--- src/rtl/parallel_threshold_ctrl_pkg.sv ---
// Shared types for the adaptive-threshold lane controller: FSM state codes
// and the per-lane FIFO entry layout {x, y, pixel}.
package threshold_pkg;

    typedef enum logic [2:0] {
        ST_IDLE   = 3'd0,
        ST_LAUNCH = 3'd1,
        ST_RUN    = 3'd2,
        ST_DRAIN  = 3'd3,
        ST_DONE   = 3'd4
    } state_t;

    localparam int DEF_COORD_BITS = 8;
    localparam int ENTRY_W        = 2 * DEF_COORD_BITS + 1;

    function automatic int entry_width(input int coord_bits);
        return 2 * coord_bits + 1;
    endfunction

endpackage

--- src/rtl/parallel_threshold_ctrl_fifo.sv ---
// Per-lane synchronous FIFO. A push while full is refused even if a pop
// happens in the same cycle; head data is presented combinationally.
module lane_fifo #(
    parameter int W          = 17,
    parameter int DEPTH_BITS = 2
) (
    input  logic         clock,
    input  logic         reset,
    input  logic         push,
    input  logic         pop,
    input  logic [W-1:0] wdata,
    output logic [W-1:0] rdata,
    output logic         full,
    output logic         empty
);

    localparam int DEPTH = 1 << DEPTH_BITS;

    logic [W-1:0]          mem_r [DEPTH];
    logic [DEPTH_BITS-1:0] wr_ptr_r;
    logic [DEPTH_BITS-1:0] rd_ptr_r;
    logic [DEPTH_BITS:0]   count_r;
    logic                  push_ok_s;
    logic                  pop_ok_s;

    assign full      = (count_r == (DEPTH_BITS + 1)'(DEPTH));
    assign empty     = (count_r == '0);
    assign push_ok_s = push && !full;
    assign pop_ok_s  = pop && !empty;
    assign rdata     = mem_r[rd_ptr_r];

    // Pointer and occupancy bookkeeping.
    always_ff @(posedge clock) begin
        if (reset) begin
            wr_ptr_r <= '0;
            rd_ptr_r <= '0;
            count_r  <= '0;
        end else begin
            if (push_ok_s) begin
                wr_ptr_r <= wr_ptr_r + 1'b1;
            end
            if (pop_ok_s) begin
                rd_ptr_r <= rd_ptr_r + 1'b1;
            end
            case ({push_ok_s, pop_ok_s})
                2'b10:   count_r <= count_r + 1'b1;
                2'b01:   count_r <= count_r - 1'b1;
                default: count_r <= count_r;
            endcase
        end
    end

    // Entry storage; contents are don't-care while the slot is unoccupied.
    always_ff @(posedge clock) begin
        if (push_ok_s) begin
            mem_r[wr_ptr_r] <= wdata;
        end
    end

endmodule

--- src/rtl/parallel_threshold_ctrl.sv ---
// Launches the filter lanes with a stagger, latches C, and merges lane
// pixel writes through per-lane FIFOs and a round-robin arbiter.
module parallel_threshold_ctrl
    import threshold_pkg::*;
#(
    parameter int NUM_LANES       = 4,
    parameter int COORD_BITS      = 8,
    parameter int FIFO_DEPTH_BITS = 2,
    parameter int STAGGER         = 1,
    parameter int C_BITS          = 5
) (
    input  logic                            clock,
    input  logic                            reset,
    input  logic                            start,
    input  logic [C_BITS-1:0]               iC,
    output logic [C_BITS-1:0]               oC,
    output logic [NUM_LANES-1:0]            oLaneEnable,
    input  logic [NUM_LANES-1:0]            iLaneFinished,
    input  logic [NUM_LANES-1:0]            iLaneWren,
    input  logic [NUM_LANES*COORD_BITS-1:0] iLaneX,
    input  logic [NUM_LANES*COORD_BITS-1:0] iLaneY,
    input  logic [NUM_LANES-1:0]            iLaneData,
    output logic [NUM_LANES-1:0]            oLaneStall,
    output logic [COORD_BITS-1:0]           oX,
    output logic [COORD_BITS-1:0]           oY,
    output logic [2:0]                      oR,
    output logic [2:0]                      oG,
    output logic [2:0]                      oB,
    output logic                            oWren,
    output logic                            oBusy,
    output logic                            oDone,
    output logic                            oOverflow,
    output logic [2:0]                      oState
);

    localparam int EW     = entry_width(COORD_BITS);
    localparam int PTR_W  = (NUM_LANES > 1) ? $clog2(NUM_LANES) : 1;
    localparam int TICK_W = 16;

    state_t               state_r;
    state_t               state_next_s;
    logic [TICK_W-1:0]    tick_r;
    logic [PTR_W-1:0]     ptr_r;
    logic [PTR_W-1:0]     grant_idx_s;
    logic                 grant_valid_s;
    logic [NUM_LANES-1:0] full_s;
    logic [NUM_LANES-1:0] empty_s;
    logic [NUM_LANES-1:0] pop_s;
    logic [EW-1:0]        head_s [NUM_LANES];
    logic [EW-1:0]        grant_entry_s;
    logic                 start_ok_s;
    logic                 all_empty_s;

    for (genvar k = 0; k < NUM_LANES; k++) begin : g_lane
        lane_fifo #(
            .W          (EW),
            .DEPTH_BITS (FIFO_DEPTH_BITS)
        ) u_fifo (
            .clock (clock),
            .reset (reset),
            .push  (iLaneWren[k]),
            .pop   (pop_s[k]),
            .wdata ({iLaneX[k*COORD_BITS +: COORD_BITS],
                     iLaneY[k*COORD_BITS +: COORD_BITS],
                     iLaneData[k]}),
            .rdata (head_s[k]),
            .full  (full_s[k]),
            .empty (empty_s[k])
        );
    end

    assign oLaneStall    = full_s;
    assign all_empty_s   = &empty_s;
    assign start_ok_s    = start && ((state_r == ST_IDLE) || (state_r == ST_DONE));
    assign grant_entry_s = head_s[grant_idx_s];
    assign oState        = state_r;
    assign oBusy         = (state_r == ST_LAUNCH) || (state_r == ST_RUN) || (state_r == ST_DRAIN);
    assign oDone         = (state_r == ST_DONE);

    // Round-robin search: first non-empty lane at or after the pointer, wrapping.
    always_comb begin : arb_comb
        logic [PTR_W:0]   sum_v;
        logic [PTR_W-1:0] lane_v;
        logic             hit_v;
        grant_valid_s = 1'b0;
        grant_idx_s   = '0;
        for (int i = 0; i < NUM_LANES; i++) begin
            sum_v         = {1'b0, ptr_r} + (PTR_W + 1)'(i);
            lane_v        = (sum_v >= (PTR_W + 1)'(NUM_LANES))
                          ? PTR_W'(sum_v - (PTR_W + 1)'(NUM_LANES))
                          : sum_v[PTR_W-1:0];
            hit_v         = !grant_valid_s && !empty_s[lane_v];
            grant_idx_s   = hit_v ? lane_v : grant_idx_s;
            grant_valid_s = grant_valid_s | hit_v;
        end
    end

    // One-hot pop for the granted lane.
    always_comb begin
        pop_s = '0;
        for (int k = 0; k < NUM_LANES; k++) begin
            pop_s[k] = grant_valid_s && (grant_idx_s == PTR_W'(k));
        end
    end

    // Next-state logic for the run-control FSM.
    always_comb begin
        state_next_s = state_r;
        case (state_r)
            ST_IDLE, ST_DONE: begin
                if (start) begin
                    state_next_s = (NUM_LANES > 1) ? ST_LAUNCH : ST_RUN;
                end else begin
                    state_next_s = state_r;
                end
            end
            ST_LAUNCH: begin
                if (oLaneEnable[NUM_LANES-1]) begin
                    state_next_s = ST_RUN;
                end else begin
                    state_next_s = ST_LAUNCH;
                end
            end
            ST_RUN: begin
                if (&iLaneFinished) begin
                    state_next_s = (all_empty_s && !grant_valid_s) ? ST_DONE : ST_DRAIN;
                end else begin
                    state_next_s = ST_RUN;
                end
            end
            ST_DRAIN: begin
                if (all_empty_s) begin
                    state_next_s = ST_DONE;
                end else begin
                    state_next_s = ST_DRAIN;
                end
            end
            default: state_next_s = ST_IDLE;
        endcase
    end

    // FSM state register.
    always_ff @(posedge clock) begin
        if (reset) begin
            state_r <= ST_IDLE;
        end else begin
            state_r <= state_next_s;
        end
    end

    // Offset latch and staggered lane enables; tick_r counts cycles since start.
    always_ff @(posedge clock) begin
        if (reset) begin
            oC          <= '0;
            oLaneEnable <= '0;
            tick_r      <= '0;
        end else if (start_ok_s) begin
            oC          <= iC;
            oLaneEnable <= NUM_LANES'(1'b1);
            tick_r      <= TICK_W'(1);
        end else if (state_r == ST_LAUNCH) begin
            tick_r <= tick_r + 1'b1;
            for (int k = 1; k < NUM_LANES; k++) begin
                if (tick_r == TICK_W'(k * STAGGER)) begin
                    oLaneEnable[k] <= 1'b1;
                end
            end
        end else if (state_next_s == ST_DONE) begin
            oLaneEnable <= '0;
        end
    end

    // Merged write port, arbiter pointer and sticky overflow flag.
    always_ff @(posedge clock) begin
        if (reset) begin
            oWren     <= 1'b0;
            oX        <= '0;
            oY        <= '0;
            oR        <= 3'b000;
            oG        <= 3'b000;
            oB        <= 3'b000;
            ptr_r     <= '0;
            oOverflow <= 1'b0;
        end else begin
            oWren <= grant_valid_s;
            if (grant_valid_s) begin
                oX    <= grant_entry_s[EW-1 -: COORD_BITS];
                oY    <= grant_entry_s[COORD_BITS:1];
                oR    <= {3{grant_entry_s[0]}};
                oG    <= {3{grant_entry_s[0]}};
                oB    <= {3{grant_entry_s[0]}};
                ptr_r <= (grant_idx_s == PTR_W'(NUM_LANES - 1)) ? '0 : grant_idx_s + 1'b1;
            end
            if (|(iLaneWren & full_s)) begin
                oOverflow <= 1'b1;
            end
        end
    end

endmodule
--- config.mk ---
export PLATFORM = sky130hd
export DESIGN_NAME = parallel_threshold_ctrl
export DESIGN_NICKNAME = d
export VERILOG_FILES = /design/src/rtl/parallel_threshold_ctrl_pkg.sv /design/src/rtl/parallel_threshold_ctrl_fifo.sv /design/src/rtl/parallel_threshold_ctrl.sv
export SDC_FILE = /design/constraint.sdc
export NUM_CORES = 1
export LEC_CHECK = 0
export BUFFER_PORTS_ARGS = -buffer_cell sky130_fd_sc_hd__buf_2
export CAP_MARGIN = 15
export CORE_MARGIN = 10
export CORE_UTILIZATION = 38
export CTS_BUF_LIST = sky130_fd_sc_hd__clkbuf_4
export DETAILED_ROUTE_END_ITERATION = 10
export GPL_ROUTABILITY_DRIVEN = 0
export SYNTH_ARGS = -nofsm -noshare
export SYNTH_HDL_FRONTEND = slang
export SYNTH_HIERARCHICAL = 1
export SYNTH_SLANG_ARGS = --single-unit
--- constraint.sdc ---
create_clock -name clock -period 7.5 [get_ports clock]
set_clock_uncertainty 0.15 [all_clocks]
set_input_delay 1.5 -clock clock [delete_from_list [all_inputs] [get_ports clock]]
set_output_delay 1.5 -clock clock [all_outputs]
set_load 0.02 [all_outputs]
Yosys cells after proc, flatten, opt, wreduce, memory -nomap -nowiden:

Memories as Yosys holds them, arrays and structs flattened. A register that Yosys moved wholly into a read port is not among the register bits.
Cells that the tools add are included.

* bits in registers: 77
* RAM bits: 272
* input bits: 84
* output and inout bits: 45
* logic and storage cells: 208
* memories kept: 4

* $add $sub $neg: 25
* $lt $le $gt $ge: 9
* equality and inequality tests: 27
* mux-type cells: 55
* bitwise operators: 5
* reductions and logical operators: 57

Memories
* g_lane[0].u_fifo.mem_r: depth 4, width 17, read ports 1, clocked after memory_dff 1, write ports 1, RTL line parallel_threshold_ctrl_fifo.sv:19 `logic [W-1:0] mem_r [DEPTH];`
* g_lane[1].u_fifo.mem_r: depth 4, width 17, read ports 1, clocked after memory_dff 1, write ports 1, RTL line parallel_threshold_ctrl_fifo.sv:19
* g_lane[2].u_fifo.mem_r: depth 4, width 17, read ports 1, clocked after memory_dff 1, write ports 1, RTL line parallel_threshold_ctrl_fifo.sv:19
* g_lane[3].u_fifo.mem_r: depth 4, width 17, read ports 1, clocked after memory_dff 1, write ports 1, RTL line parallel_threshold_ctrl_fifo.sv:19

Operators by type and width (number)
* 2-bit two-way mux: 18
* 17-bit binary-select mux with 2-bit select: 1
* 17-bit two-way mux: 2
* 16-bit by 2-bit equality test with 1-bit output, second input constant: 2
* 3-bit case mux with 2 select lines: 4
* 1-bit two-way mux: 19
* 2-bit by 1-bit adder with 2-bit output, second input constant: 9
* 3-bit equality test, second input constant: 6
* 1-bit logical AND: 17
* 16-bit by 1-bit adder with 16-bit output, second input constant: 1
* 16-bit by 1-bit equality test with 1-bit output, second input constant: 1
* 1-bit zero test: 15
* 3-bit zero test: 5
* 3-bit two-way mux: 5
* 2-bit nonzero test: 7
* 3-bit by 1-bit adder with 3-bit output, second input constant: 4
* 2-bit equality test, second input constant: 6
* 3-bit greater-or-equal comparator, second input constant: 4
* 2-bit by 3-bit less-than comparator with 1-bit output, second input constant: 4
* 3-bit case mux with 4 select lines: 1
* 3-bit by 1-bit subtractor with 3-bit output, second input constant: 4
* 2-bit by 1-bit equality test with 1-bit output, second input constant: 5
* 1-bit binary-select mux with 2-bit select: 4
* 2-bit AND reduction: 4
* 17 further kinds: 30

Longest topological paths before layout:

* depth after elaboration: 23
* depth in mapped cells: 17
* gate-level depth less buffers: 15

Cells and area by module:

Netlist, hierarchy kept.

Modules (own cells, without submodules)
* lane_fifo: times used 4, cells an instance 143, area an instance 2967.8 um^2, sequential area each 2222.1 um^2
* parallel_threshold_ctrl: times used 1, cells an instance 336, area an instance 2625.0 um^2, sequential area each 980.9 um^2

Worst setup path after synthesis:

OpenSTA, ideal clock, no wires.

* path type: reg2reg
* from: reg g_lane[0].u_fifo.count_r[1]
* to: reg g_lane[2].u_fifo.count_r[2]
* library setup time: 70 ps
* arrival time: 3488 ps
* data required time: 7280 ps
* slack: 3792 ps
* stages on the path, launching flop included: 16
* clock period less this slack: 3708 ps
* path through: dfxtp_1 > nor3_1 > o21ai_0 > a21o_1 > a22oi_1 > clkbuf_1 > ha_1 > and2_1 > o31ai_1 > inv_1 > ha_1 > inv_1 > fa_1 > xor2_1 > or3_1 > a21oi_1

* cells in the longest elaborated chain, start to end: 17
* elaborated cells on any way between the ends: 32

Ends and longest elaborated chain
* start, declared: RTL line parallel_threshold_ctrl_fifo.sv:22 `logic [DEPTH_BITS:0] count_r;`
* start signal, assigned: RTL line parallel_threshold_ctrl_fifo.sv:46 `2'b10: count_r <= count_r + 1'b1;`
* start signal, assigned: RTL line parallel_threshold_ctrl_fifo.sv:47 `2'b01: count_r <= count_r - 1'b1;`
* start signal, assigned: RTL line parallel_threshold_ctrl_fifo.sv:48 `default: count_r <= count_r;`
* 3-bit zero test *: RTL line parallel_threshold_ctrl_fifo.sv:27 `assign empty = (count_r == '0);`
* named net empty_s[0]: RTL line parallel_threshold_ctrl.sv:47 `logic [NUM_LANES-1:0] empty_s;`
* 1-bit binary-select mux with 2-bit select: RTL line parallel_threshold_ctrl.sv:92 `hit_v = !grant_valid_s && !empty_s[lane_v];`
* 1-bit two-way mux (not written as such): RTL line parallel_threshold_ctrl.sv:92
* 1-bit zero test: RTL line parallel_threshold_ctrl.sv:92
* 1-bit logical AND: RTL line parallel_threshold_ctrl.sv:92
* 1-bit OR: RTL line parallel_threshold_ctrl.sv:94 `grant_valid_s = grant_valid_s | hit_v;`
* 1-bit zero test: RTL line parallel_threshold_ctrl.sv:92
* [... 4 more ...]
* 2-bit two-way mux: RTL line parallel_threshold_ctrl.sv:93 `grant_idx_s = hit_v ? lane_v : grant_idx_s;`
* 2-bit equality test: RTL line parallel_threshold_ctrl.sv:102 `pop_s[k] = grant_valid_s && (grant_idx_s == PTR_W'(k));`
* 1-bit logical AND *: RTL line parallel_threshold_ctrl.sv:102
* named net pop_s[2]: RTL line parallel_threshold_ctrl.sv:48 `logic [NUM_LANES-1:0] pop_s;`
* 1-bit logical AND *: RTL line parallel_threshold_ctrl_fifo.sv:29 `assign pop_ok_s = pop && !empty;`
* named net g_lane[2].u_fifo.pop_ok_s: RTL line parallel_threshold_ctrl_fifo.sv:24 `logic pop_ok_s;`
* 2-bit by 1-bit equality test with 1-bit output / 2-bit equality test (equally long branches): RTL line parallel_threshold_ctrl_fifo.sv:45 `case ({push_ok_s, pop_ok_s})`
* 3-bit case mux with 2 select lines / 2-bit nonzero test (equally long branches)
* end signal, assigned: RTL line parallel_threshold_ctrl_fifo.sv:46
* end signal, assigned: RTL line parallel_threshold_ctrl_fifo.sv:47
* end signal, assigned: RTL line parallel_threshold_ctrl_fifo.sv:48
* end, declared: RTL line parallel_threshold_ctrl_fifo.sv:22

Mark *: on every way through the listed nets, which the timed path passes. The rest lies on a longest branch. The select of a mux whose other input is x is not followed.
A chain may end at the register's enable or synchronous reset.

Final worst setup path:

* from: reg g_lane[0].u_fifo.count_r[1]
* to: reg g_lane[0].u_fifo.count_r[2]

* cells in the longest elaborated chain, start to end: 17
* elaborated cells on any way between the ends: 38

Ends and longest elaborated chain (RTL line)
* 3-bit zero test *: parallel_threshold_ctrl_fifo.sv:27
* named net empty_s[0]: parallel_threshold_ctrl.sv:47
* 1-bit binary-select mux with 2-bit select: parallel_threshold_ctrl.sv:92
* 1-bit two-way mux (not written as such): parallel_threshold_ctrl.sv:92
* 1-bit zero test: parallel_threshold_ctrl.sv:92
* 1-bit logical AND: parallel_threshold_ctrl.sv:92
* 1-bit OR: parallel_threshold_ctrl.sv:94
* 1-bit zero test: parallel_threshold_ctrl.sv:92
* [... 4 more ...]
* 2-bit two-way mux: parallel_threshold_ctrl.sv:93
* 2-bit zero test: parallel_threshold_ctrl.sv:102
* 1-bit logical AND *: parallel_threshold_ctrl.sv:102
* named net pop_s[0]: parallel_threshold_ctrl.sv:48
* 1-bit logical AND *: parallel_threshold_ctrl_fifo.sv:29
* named net g_lane[0].u_fifo.pop_ok_s: parallel_threshold_ctrl_fifo.sv:24
* 2-bit by 1-bit equality test with 1-bit output / 2-bit equality test (equally long branches): parallel_threshold_ctrl_fifo.sv:45
* 3-bit case mux with 2 select lines / 2-bit nonzero test (equally long branches)

Marked as above.

==> results by group <==
Status
  – Status: finished, final reports clean

Die
  – Initial core utilization: 38.49%
  – Row cnt: 71
  – Die area: 0.04636 mm²
  – Die Wd: 215.3 µm
  – Io pins: 129
  – Die height: 215.3 µm
  – Core ar.: 0.03767 mm²

Global routing
  – Met1 Usage GRT: 17.48%
  – Global-route wire length before repair: 49.14 mm
  – Initial antenna violation count: 5
  – Met2 usage: 21.05%
  – Overall Global Routing Usage: 13.77%
  – GRT busiest layer: met2
  – Pin count of the biggest net entering global routing: 70
  – Vias in the first global route: 8455
  – Met3 usage: 4.944%
  – Final global-route overflow total: 0

Yosys
  – Number of enable flip-flop cells after synthesis: 272
  – Yosys warning count: 6
  – Ys flop type: edfxtp_1
  – Post-synthesis area per instance: 15.97 µm²
  – Syn Nets: 1023
  – Post-synth top area share: 56.34%
  – Ys async rst share: 0%
  – Largest area contributor in the netlist: edfxtp_1
  – Synthesized flop and latch total: 357
  – Mapped Cells: 908
  – Synth area leaders: edfxtp_1 (56%), dfxtp_1 (12%), mux4_2 (6.2%)
  – Distinct cells, synth: 50
  – Seq/Total Area, Yosys: 68.08%
  – Syn Std Cell Area: 0.01450 mm²

Detailed routing
  – Pre-antenna DRT Iters: 7
  – DR iter-0 viols: 562
  – DR DRC count: 0
  – Vias per cell: 4.908
  – Via count: 8230
  – Wire per inst: 19.28 µm
  – Final WL: 32.34 mm
  – Antenna Nets Post-Route: 0

Critical path
  – CP Launch Type: register
  – CP Class: reg -> reg
  – Arrival @ worst endpoint: 4.53 ns
  – CP endpoint kind: register
  – Crit Path Max Fanout: 13
  – Critical Path RT: 7.99 ns

Timing
  – Max Freq: 247.6 MHz
  – Setup TNS: 0 ns
  – Pins Over Slew Limit: 0
  – Final Hold Vio Count: 0
  – Final setup violation count: 0
  – Final period utilization: 53.85%
  – Worst slew pin tran: 1.101 ns
  – RSZ-0062 raised after global routing: false
  – Tmin final: 4.039 ns
  – Max-slew headroom: 26.52%

Layout
  – Most frequent cells in the layout: edfxtp_1 (272), clkbuf_4 (144), buf_2 (128), dfxtp_1 (85), nand2_1 (82)
  – Filler instances: 3492
  – Layout area overhead: 15.45%
  – Area of the multi-input gates: 0.004134 mm²
  – Nets: 1208
  – Layout cells sized above 1: 28.93%
  – Most common cell after layout, fill and taps aside: edfxtp_1
  – Final instance area: 0.01674 mm²
  – FF/Latch Area: 0.009869 mm²

Power
  – Net Sw Frac: 32.81%
  – Sw power: 0.001892 W
  – Static Leak: 6.118 nW
  – Part of the power in the clock network: 29.7%
  – Comb power frac: 26.9%
  – Sequential power share: 43.5%
  – Peak VDD IR: 0.0001572 V
  – Internal Power: 0.003876 W
  – PD cells: 344.6 mW/mm²

CTS
  – Num CTS Buffers: 93
  – Clock-pin slew on the worst setup and hold paths: 0.06 ns
  – Worst-Skew Late Latency: 0.76 ns
  – H-tree depth: 3
  – Post-CTS sizing: 0
  – Cts hold-fix bufs: 0
  – Clk sinks: 357
  – CTS tree: yes
  – CTS Root Cell: clkbuf_4
  – Clock Tree Buf Depth: 3
  – Setup bufs post-CTS: 0

Placement
  – Buffers on Ports: 128
  – Detailed Place HPWL: 21.65 mm
  – Cell Area, Placed: 0.01550 mm²

Min path
  – Min-delay worst type: reg -> reg

Run
  – Max-Cap Viols: 0
[logic make-up after synthesis]
| logic type | share of synthesized area (%) |
|---|---|
| compound gates | 4.566 |
| flops | 68.08 |
| buf+inv | 3.401 |
| xor+xnor | 1.390 |
| simple gates | 7.664 |
| mux | 12.01 |
| fa+ha+maj | 2.883 |
[through the flow]
step	worst slack [ns]	util (%)	hold WS (ns)	std cells	power (W)
2_1_floorplan	3.792	-	0.3091	908	0.003676
3_3_place_gp	3.573	41.15	0.3199	1509	0.004084
3_5_place_dp	3.468	41.15	0.3297	1509	0.004116
4_1_cts	3.469	44.43	0.3449	1676	0.005860
5_1_grt	3.127	44.43	0.3639	1677	0.006139
6_report	3.461	44.43	0.3407	1677	0.005768
[final timing paths]
check	to	slack, ns	depth (start not counted)	from
worst max register to register	g_lane[0].u_fifo/count_r[2]	3.46	16	g_lane[0].u_fifo/count_r[1]
worst max-delay path	g_lane[0].u_fifo/count_r[2]	3.46	16	g_lane[0].u_fifo/count_r[1]
worst min-delay path	oC[4]	0.34	2	oC[4]
worst min register to register	oC[4]	0.34	2	oC[4]
[routing by layer]
metal	part of all wire (%)	wire [µm]
met4	2.2	720
met5	0.13	41
met1	44	14100
met2	47	15050
met3	7.5	2425
[sequential cells by signal (all words and copies together) (netlist names), named ones only]
register                flops
g_lane.u_fifo/wr_ptr_r      8
oOverflow                   1
g_lane.u_fifo/count_r      12
oWren                       1
oX                          8
oC                          5
tick_r                     16
oState                      3
g_lane.u_fifo/mem_r       272
g_lane.u_fifo/rd_ptr_r      8
oY                          8
ptr_r                       2
oLaneEnable                 4
oB                          1
[cells in the mapped netlist, types with 5 or more instances]
cell	instances
edfxtp_1	272
dfxtp_1	85
nand2_1	82
nor2_1	68
mux4_2	40
inv_1	39
a21oi_1	29
mux4_1	28
ha_1	27
and2_1	21
o21ai_0	21
xor2_1	18
a311o_1	17
a31oi_1	17
or3_1	16
buf_2	14
mux2i_1	9
nand2b_1	9
buf_4	8
clkbuf_1	8
nor3_1	8
buf_6	7
nor4_1	7
buf_1	5
nand3_1	5
nor3b_2	5
xnor2_1	5
[final cells by class]
| cell class | instances | area share, % |
|---|---|---|
| Multi-Input combinational cell | 465 | 24.70 |
| Clock inverter | 23 | 0.9196 |
| Inverter | 40 | 0.9270 |
| Timing Repair Buffer | 136 | 4.187 |
| Antenna cell | 1 | 0.01495 |
| Sequential cell | 357 | 58.97 |
| Clock buffer | 144 | 6.459 |
| Tap cell | 511 | 3.820 |
[power by group through the flow]
stage | logic (W) | registers, W | clock network (W)
2_1_floorplan | 0.00114 | 0.00254 | 0
3_3_place_gp | 0.00154 | 0.00254 | 0
3_5_place_dp | 0.00157 | 0.00255 | 0
4_1_cts | 0.00157 | 0.00251 | 0.00178
5_1_grt | 0.00171 | 0.00253 | 0.00190
6_report | 0.00155 | 0.00251 | 0.00171
[critical path, stage by stage (launching register included)]
cell,delay (ns)
dfxtp_1,0.36
nor3_1,0.59
o21ai_0,0.15
a21o_1,0.21
a22oi_1,0.60
buf_4,0.33
inv_1,0.08
ha_1,0.17
and2_1,0.14
o31ai_1,0.11
inv_1,0.08
ha_1,0.21
inv_1,0.07
fa_1,0.17
xor2_1,0.07
or3_1,0.30
a21oi_1,0.14
Note: power is estimated with default switching activity, not from simulation.
